<file path="src/rtl/button_conditioner.sv">
// Purpose: per-button 2-FF sync, counter debounce, press strobe and optional auto-repeat for the maze game buttons.
// Latency: btn_level and first btn_pulse DEBOUNCE_CYCLES+1 edges after a stable raw value is first sampled.
// Backpressure: none; btn_pulse/pulse_any are single-cycle strobes the consumer must take every cycle.
module button_conditioner #(
  parameter int                 NUM_BTN         = 5,
  parameter int                 DEBOUNCE_CYCLES = 1_000_000,
  parameter int                 HOLD_CYCLES     = 40_000_000,
  parameter int                 REPEAT_CYCLES   = 15_000_000,
  parameter logic [NUM_BTN-1:0] REPEAT_MASK     = 5'b11110
) (
  input  logic               clk,
  input  logic               reset,
  input  logic [NUM_BTN-1:0] btn_raw,
  output logic [NUM_BTN-1:0] btn_level,
  output logic [NUM_BTN-1:0] btn_pulse,
  output logic               pulse_any
);

  // One repeat counter serves both the hold and the repeat interval, so it is
  // sized for the larger of the two.
  localparam int REP_MAX = (HOLD_CYCLES > REPEAT_CYCLES) ? HOLD_CYCLES : REPEAT_CYCLES;
  localparam int DB_W    = (DEBOUNCE_CYCLES > 1) ? $clog2(DEBOUNCE_CYCLES) : 1;
  localparam int REP_W   = (REP_MAX > 1) ? $clog2(REP_MAX) : 1;

  localparam logic [DB_W-1:0]  DB_LAST   = DB_W'(DEBOUNCE_CYCLES - 1);
  localparam logic [REP_W-1:0] HOLD_LAST = REP_W'(HOLD_CYCLES - 1);
  localparam logic [REP_W-1:0] RPT_LAST  = REP_W'(REPEAT_CYCLES - 1);

  typedef enum logic [1:0] {
    IDLE   = 2'd0,
    HOLD   = 2'd1,
    REPEAT = 2'd2
  } state_t;

  logic [NUM_BTN-1:0] sync1;
  logic [NUM_BTN-1:0] sync2;
  logic [NUM_BTN-1:0] db_hit;      // debounce count completes at this edge
  logic [NUM_BTN-1:0] level_next;  // debounced level as of this edge
  logic [NUM_BTN-1:0] rep_due;     // hold/repeat interval expires at this edge
  logic [NUM_BTN-1:0] fire;        // strobe to register into btn_pulse

  logic [DB_W-1:0]  db_cnt  [NUM_BTN];
  logic [REP_W-1:0] rep_cnt [NUM_BTN];
  state_t           state   [NUM_BTN];

  // Decide per button whether the level flips, a repeat is due, and a strobe fires.
  // The FSM looks at level_next so the press pulse lands on the same edge the level rises,
  // and a release on a repeat-due edge suppresses the pulse.
  always_comb begin
    db_hit  = '0;
    rep_due = '0;
    fire    = '0;
    for (int i = 0; i < NUM_BTN; i++) begin
      db_hit[i]  = (sync2[i] != btn_level[i]) && (db_cnt[i] == DB_LAST);
      rep_due[i] = ((state[i] == HOLD) && REPEAT_MASK[i] && (rep_cnt[i] == HOLD_LAST)) ||
                   ((state[i] == REPEAT) && (rep_cnt[i] == RPT_LAST));
    end
    level_next = btn_level ^ db_hit;
    for (int i = 0; i < NUM_BTN; i++) begin
      fire[i] = level_next[i] && ((state[i] == IDLE) || rep_due[i]);
    end
  end

  // Synchronize raw inputs and accept a new value only after it persists DEBOUNCE_CYCLES edges.
  always_ff @(posedge clk) begin
    if (reset) begin
      sync1     <= '0;
      sync2     <= '0;
      btn_level <= '0;
      for (int i = 0; i < NUM_BTN; i++) begin
        db_cnt[i] <= '0;
      end
    end else begin
      sync1     <= btn_raw;
      sync2     <= sync1;
      btn_level <= level_next;
      for (int i = 0; i < NUM_BTN; i++) begin
        // Any return to the accepted level, or an accepted change, restarts the count.
        if ((sync2[i] == btn_level[i]) || db_hit[i]) begin
          db_cnt[i] <= '0;
        end else begin
          db_cnt[i] <= db_cnt[i] + 1'b1;
        end
      end
    end
  end

  // Press / hold / auto-repeat state machine per button with registered strobes.
  always_ff @(posedge clk) begin
    if (reset) begin
      btn_pulse <= '0;
      pulse_any <= 1'b0;
      for (int i = 0; i < NUM_BTN; i++) begin
        state[i]   <= IDLE;
        rep_cnt[i] <= '0;
      end
    end else begin
      btn_pulse <= fire;
      pulse_any <= |fire;
      for (int i = 0; i < NUM_BTN; i++) begin
        case (state[i])
          IDLE: begin
            if (level_next[i]) begin
              state[i]   <= HOLD;
              rep_cnt[i] <= '0;
            end
          end
          HOLD: begin
            if (!level_next[i]) begin
              state[i]   <= IDLE;
              rep_cnt[i] <= '0;
            end else if (!REPEAT_MASK[i]) begin
              // Non-repeating buttons park here until release.
              rep_cnt[i] <= '0;
            end else if (rep_due[i]) begin
              state[i]   <= REPEAT;
              rep_cnt[i] <= '0;
            end else begin
              rep_cnt[i] <= rep_cnt[i] + 1'b1;
            end
          end
          REPEAT: begin
            if (!level_next[i]) begin
              state[i]   <= IDLE;
              rep_cnt[i] <= '0;
            end else if (rep_due[i]) begin
              rep_cnt[i] <= '0;
            end else begin
              rep_cnt[i] <= rep_cnt[i] + 1'b1;
            end
          end
          default: begin
            state[i]   <= IDLE;
            rep_cnt[i] <= '0;
          end
        endcase
      end
    end
  end

endmodule

</file>
<file path="config.mk">
export PLATFORM = sky130hd
export DESIGN_NAME = button_conditioner
export DESIGN_NICKNAME = d
export VERILOG_FILES = /design/src/rtl/button_conditioner.sv
export SDC_FILE = /design/constraint.sdc
export NUM_CORES = 1
export LEC_CHECK = 0
export BUFFER_PORTS_ARGS = -buffer_cell sky130_fd_sc_hd__buf_2
export CAP_MARGIN = 30
export CORE_MARGIN = 5
export CORE_UTILIZATION = 50
export CTS_CLUSTER_SIZE = 14
export DETAILED_ROUTE_END_ITERATION = 7
export PLACE_DENSITY = 0.72
export SETUP_SLACK_MARGIN = 0.3
export SLEW_MARGIN = 10
export SYNTH_ARGS = -nofsm -noshare
export SYNTH_HDL_FRONTEND = slang
export SYNTH_SLANG_ARGS = --single-unit
export TNS_END_PERCENT = 50
</file>
<file path="constraint.sdc">
create_clock -name clk -period 2.85 [get_ports clk]
set_input_delay 0.285 -clock clk [delete_from_list [all_inputs] [get_ports clk]]
set_output_delay 0.285 -clock clk [all_outputs]
set_load 0.05 [all_outputs]
</file>
; ---- Word-level counts from Yosys, hierarchy flattened
; Memories as Yosys holds them, arrays and structs flattened.
; Index checks and enable logic that the tools add are counted.
; W data, S select, Z words.
[classes]
addsub = 10
n_eq_ne = 34
mux = 252
bitwise = 74
n_reduce_logical = 44
[op_table]
columns = cell, count
row1 = $mux W26, 39
row2 = $mux W20, 10
row3 = $mux W1, 179
row4 = $add A26 B1 Y26 const B, 5
row5 = $eq A26 B24 Y1 const B, 5
row6 = $eq A26 B26 Y1 const B, 4
row7 = $add A20 B1 Y20 const B, 5
row8 = $eq A20 B20 Y1 const B, 5
row9 = $or A1 B1 Y1, 73
row10 = $mux W2, 24
row11 = $logic_and A1 B1 Y1, 19
row12 = $reduce_or A3 Y1, 5
row13 = $logic_or A1 B1 Y1, 14
row14 = $eq A2 B1 Y1 const B, 5
row15 = $eq A2 B2 Y1 const B, 5
row16 = $logic_not A2 Y1, 5
row17 = $eq A1 B1 Y1, 5
row18 = $ne A1 B1 Y1, 5
row19 = $reduce_or A5 Y1, 1
row20 = $xor A5 B5 Y5, 1
[totals]
register_bits = 21
mem_bits_rw = 240
in_bits = 7
output_inout_bits = 11
wordCells = 422
n_memories = 3
[mem_list]
columns = name, depth, width, read_ports, rd_ports_with_merged_regs, wr, line
row1 = rep_cnt, 5, 26, 5, 0, 5, 43  ; logic [REP_W-1:0] rep_cnt [NUM_BTN];
row2 = db_cnt, 5, 20, 5, 0, 5, 42  ; logic [DB_W-1:0] db_cnt [NUM_BTN];
row3 = state, 5, 2, 5, 0, 5, 44  ; state_t state [NUM_BTN];

; ---- Logic depth before layout (Yosys ltp)
[depth]
ltp_word = 15
mapped_depth = 9
ltp_nobuf = 8

; ---- Worst setup path after synthesis
; Ideal clock, no wire load.
[synth_path]
path_kind = flip-flop to flip-flop
from = memory db_cnt[3][10] (netlist bit)
to = memory rep_cnt[3][0] (netlist bit), enable pin
setup_time_ns = 0.509
arrival_time_ns = 2.338
required_ns = 2.341
setup_slack_ns = 0.003
stages_incl_launch_ff = 6
n_path_buf = 0
period_less_slack_ns = 2.847
cell_sequence = edfxtp_1 nor4b_1 nand4b_1 or3_1 mux2i_1 nand3_1
[synth_lines]
columns = element, line
row1 = start: declaration, 42
row2 = end: declaration, 43

==> metrics.md <==
| Metric | Value |
|---|---|
| Worst reg2reg startpoint | db_cnt[0][15] |
| Fraction of layout cells with a size suffix above 1 | 9.06% |
| RSZ-0062 raised after global routing | yes |
| Max-cap violations | 0 |
| Crit start category | flop |
| Highest-count cells in the layout ignoring fill and taps | 243 x nor2_1, 212 x edfxtp_1, 113 x xor2_1 |
| Final Skew | 0.0132 ns |
| Yosys cell types | 60 |
| Post-Syn Instances | 1168 |
| Total number of vias | 8675 |
| Yosys reg bits | 234 |
| Post-DP HPWL | 15600 um |
| GRT Overall Usage | 16.1% |
| Routed length per instance | 13.8 um |
| Fmax | 369 MHz |
| Die area | 27900 um2 |
| Slew @ Worst Pin | 0.684 ns |
| ANT cells | 0 |
| Clock latency on the worst-skew pair | 0.52 ns |
| Initial antenna violation count | 0 |
| Fin crit period | 2.71 ns |
| Filler cell count | 2006 |
| Worst R2R Path Depth | 7 |
| Most common cell after layout, fill and taps aside | nor2_1 |
| Setup violators final | 0 |
| Final TNS setup | 0 ns |
| Post-synthesis cell area | 12300 um2 |
| Area growth from synthesis to layout | 16.8% |
| Die H | 167 um |
| Ys async rst share | 0% |
| CP Max Fanout | 4 |
| Root Driver | clkbuf_16 |
| I/O pins | 18 |
| Residual DRC | 0 |
| Gp weighted congestion | 0.792 |
| Final Core Density | 59.2% |
| Largest net degree at the start of global routing | 27 |
| Reg-to-reg endpoint | state[0][0] |
| CTS buffer count | 26 |
| CP Launch Point | db_cnt[0][15] |
| Layout net count | 1331 |
| Nature of the critical path endpoint | flop |
| Slew HR | 54.4% |
| Post-synth EDFFs | 212 |
| Hold Fails Final Rpt | 0 |
| Initial core utilization | 50.7% |
| Main flop type after synthesis | edfxtp_1 |
| Period utilization | 95.2% |
| Mean Syn Cell Area | 10.5 um2 |
| VDD IR max | 547 uV |
| Arr. time, crit path | 2.97 ns |
| Leakage power | 5.12 nW |
| CTS max path bufs | 3 |
| Multi-input logic area | 5800 um2 |
| Avg Vias per Cell | 5.23 |
| Status | completed |
| Drt pass-1 iters | 4 |
| Die X | 167 um |
| Total grt overflow | 0 |
| CTS tree | yes |
| Crit Path Class | flop to flop |
| Overall routed net length | 23000 um |
| Finished Cell Area | 14400 um2 |
| Row count | 57 |
| First-pass GRT wire length | 39000 um |
| DRT antenna net count | 0 |
| Cell area power density | 556 nW/um2 |
| Vias in the first global route | 8424 |
| Core Box Area | 24300 um2 |
| Flop-to-flop setup slack | 0.14 ns |
| Total power | 8.00 mW |
| Yosys warns | 0 |
| Hold Path Class | primary input to flop |
| Register area | 6810 um2 |
| DR iter-0 viols | 654 |
| Register area share after synthesis | 55.3% |
| CTS Sinks | 234 |
| CP endpoint | state[0][0] |
| Final Max Slew Viols | 0 |
| Reg clk slew, reported paths | 0.06 ns |
| Required time worst endpoint | 3.11 ns |
| Depth of the CTS H-tree | 1 |
| Placed inst area | 13300 um2 |
| Input/output buffers | 17 |
cell families (layout without fill, tap and decap cells):
group	Yosys count	count (layout)	synth area share, %
mux	4	4	0.325
xor+xnor	186	186	13.2
fa+ha+maj	9	9	0.914
compound gates	54	54	3.08
flops	234	234	55.3
other cells	1	100	0.0304
buf+inv	59	127	1.82
simple gates	621	621	25.4
critical path, cell delays in order, from the launching register on:
cell and delay, ns:
edfxtp_1 0.38, or4b_1 0.52, or4_4 0.56, or3_4 0.37, nand4_4 0.09, o311ai_4 0.10
a2111oi_4 0.31, a21boi_1 0.12
timing repair:
item / CTS / global route
endpoints found under the hold margin: 3 / 0
pin swaps: 3 / 3
gates resized for setup: 8 / 18
setup buffers: 3 / 3
endpoints found under the setup margin: 39 / 168
hold buffers: 3 / 0
cloned: 0 / 0
metrics by stage:
step	setup slack (ns)	cells	hold slack, ns
2_1_floorplan	0.129	1267	0.413
5_1_grt	0.0279	1659	0.0312
3_5_place_dp	0.127	1602	0.430
6_report	0.137	1659	0.0455
4_1_cts	0.168	1656	0.0354
3_3_place_gp	0.155	1602	0.426
report_power, final:
| part | internal [mW] | switching, mW | leakage [nW] |
|---|---|---|---|
| Combinational | 0.202 | 0.243 | 2.22 |
| Sequential | 3.97 | 0.241 | 2.47 |
| Clock | 2.03 | 1.32 | 0.436 |
flip-flops by register name, summed over array words and instances, names as in the netlist:
name	flops
db_cnt	100
btn_pulse	5
btn_level	5
sync1	5
state	9
pulse_any	1
sync2	5
rep_cnt	104
cells in the mapped netlist (all sizes together), types with 4 or more instances:
master    n  area, um2
ha        9        113
mux2i     4       40.0
nor4bb    4       40.0
a21oi    18       90.1
and2      6       38.8
dfxtp    22        440
nor2b    14       87.6
or4b      4       40.0
nand4    37        238
nor4b    13        114
nand3    90        450
or3      17        111
nand3b    4       30.0
edfxtp  212       6370
clkbuf   32        120
nor4     12       75.1
nor3     16       80.1
and3     50        313
nand2b    7       43.8
nand2    71        267
nor2    244        916
o21ai    12       60.1
xor2    113        990
and4     13        114
inv      24       90.1
nand4b    6       52.6
xnor2    73        639
how the worst min path moves through the flow:
stage / startpoint / end / depth (start not counted)
6_report: btn_raw[4] / sync1[4] / 2
5_1_grt: btn_raw[4] / sync1[4] / 2
4_1_cts: btn_raw[4] / sync1[4] / 2
3_5_place_dp: sync1[0] / sync2[0] / 1
3_3_place_gp: sync1[0] / sync2[0] / 1
2_1_floorplan: btn_raw[0] / sync1[0] / 1
layer usage:
metal | track usage, % | vias up | wire [um]
li1 | - | 4360 | -
met1 | 21.7 | 4156 | 10700
met2 | 27.2 | 117 | 10900
met3 | 2.56 | 42 | 766
met4 | 4.52 | 0 | 553
met5 | 0 | - | 0
cell type report:
cell class	count	area share [%]
clock buffers	36	5.28
clock inverters	12	0.774
inverters	24	0.626
multi-input cells	974	40.3
flip-flops and latches	234	47.3
well taps	324	2.82
repair buffers	55	2.94
No activity file was read; power rests on OpenSTA's default activity.
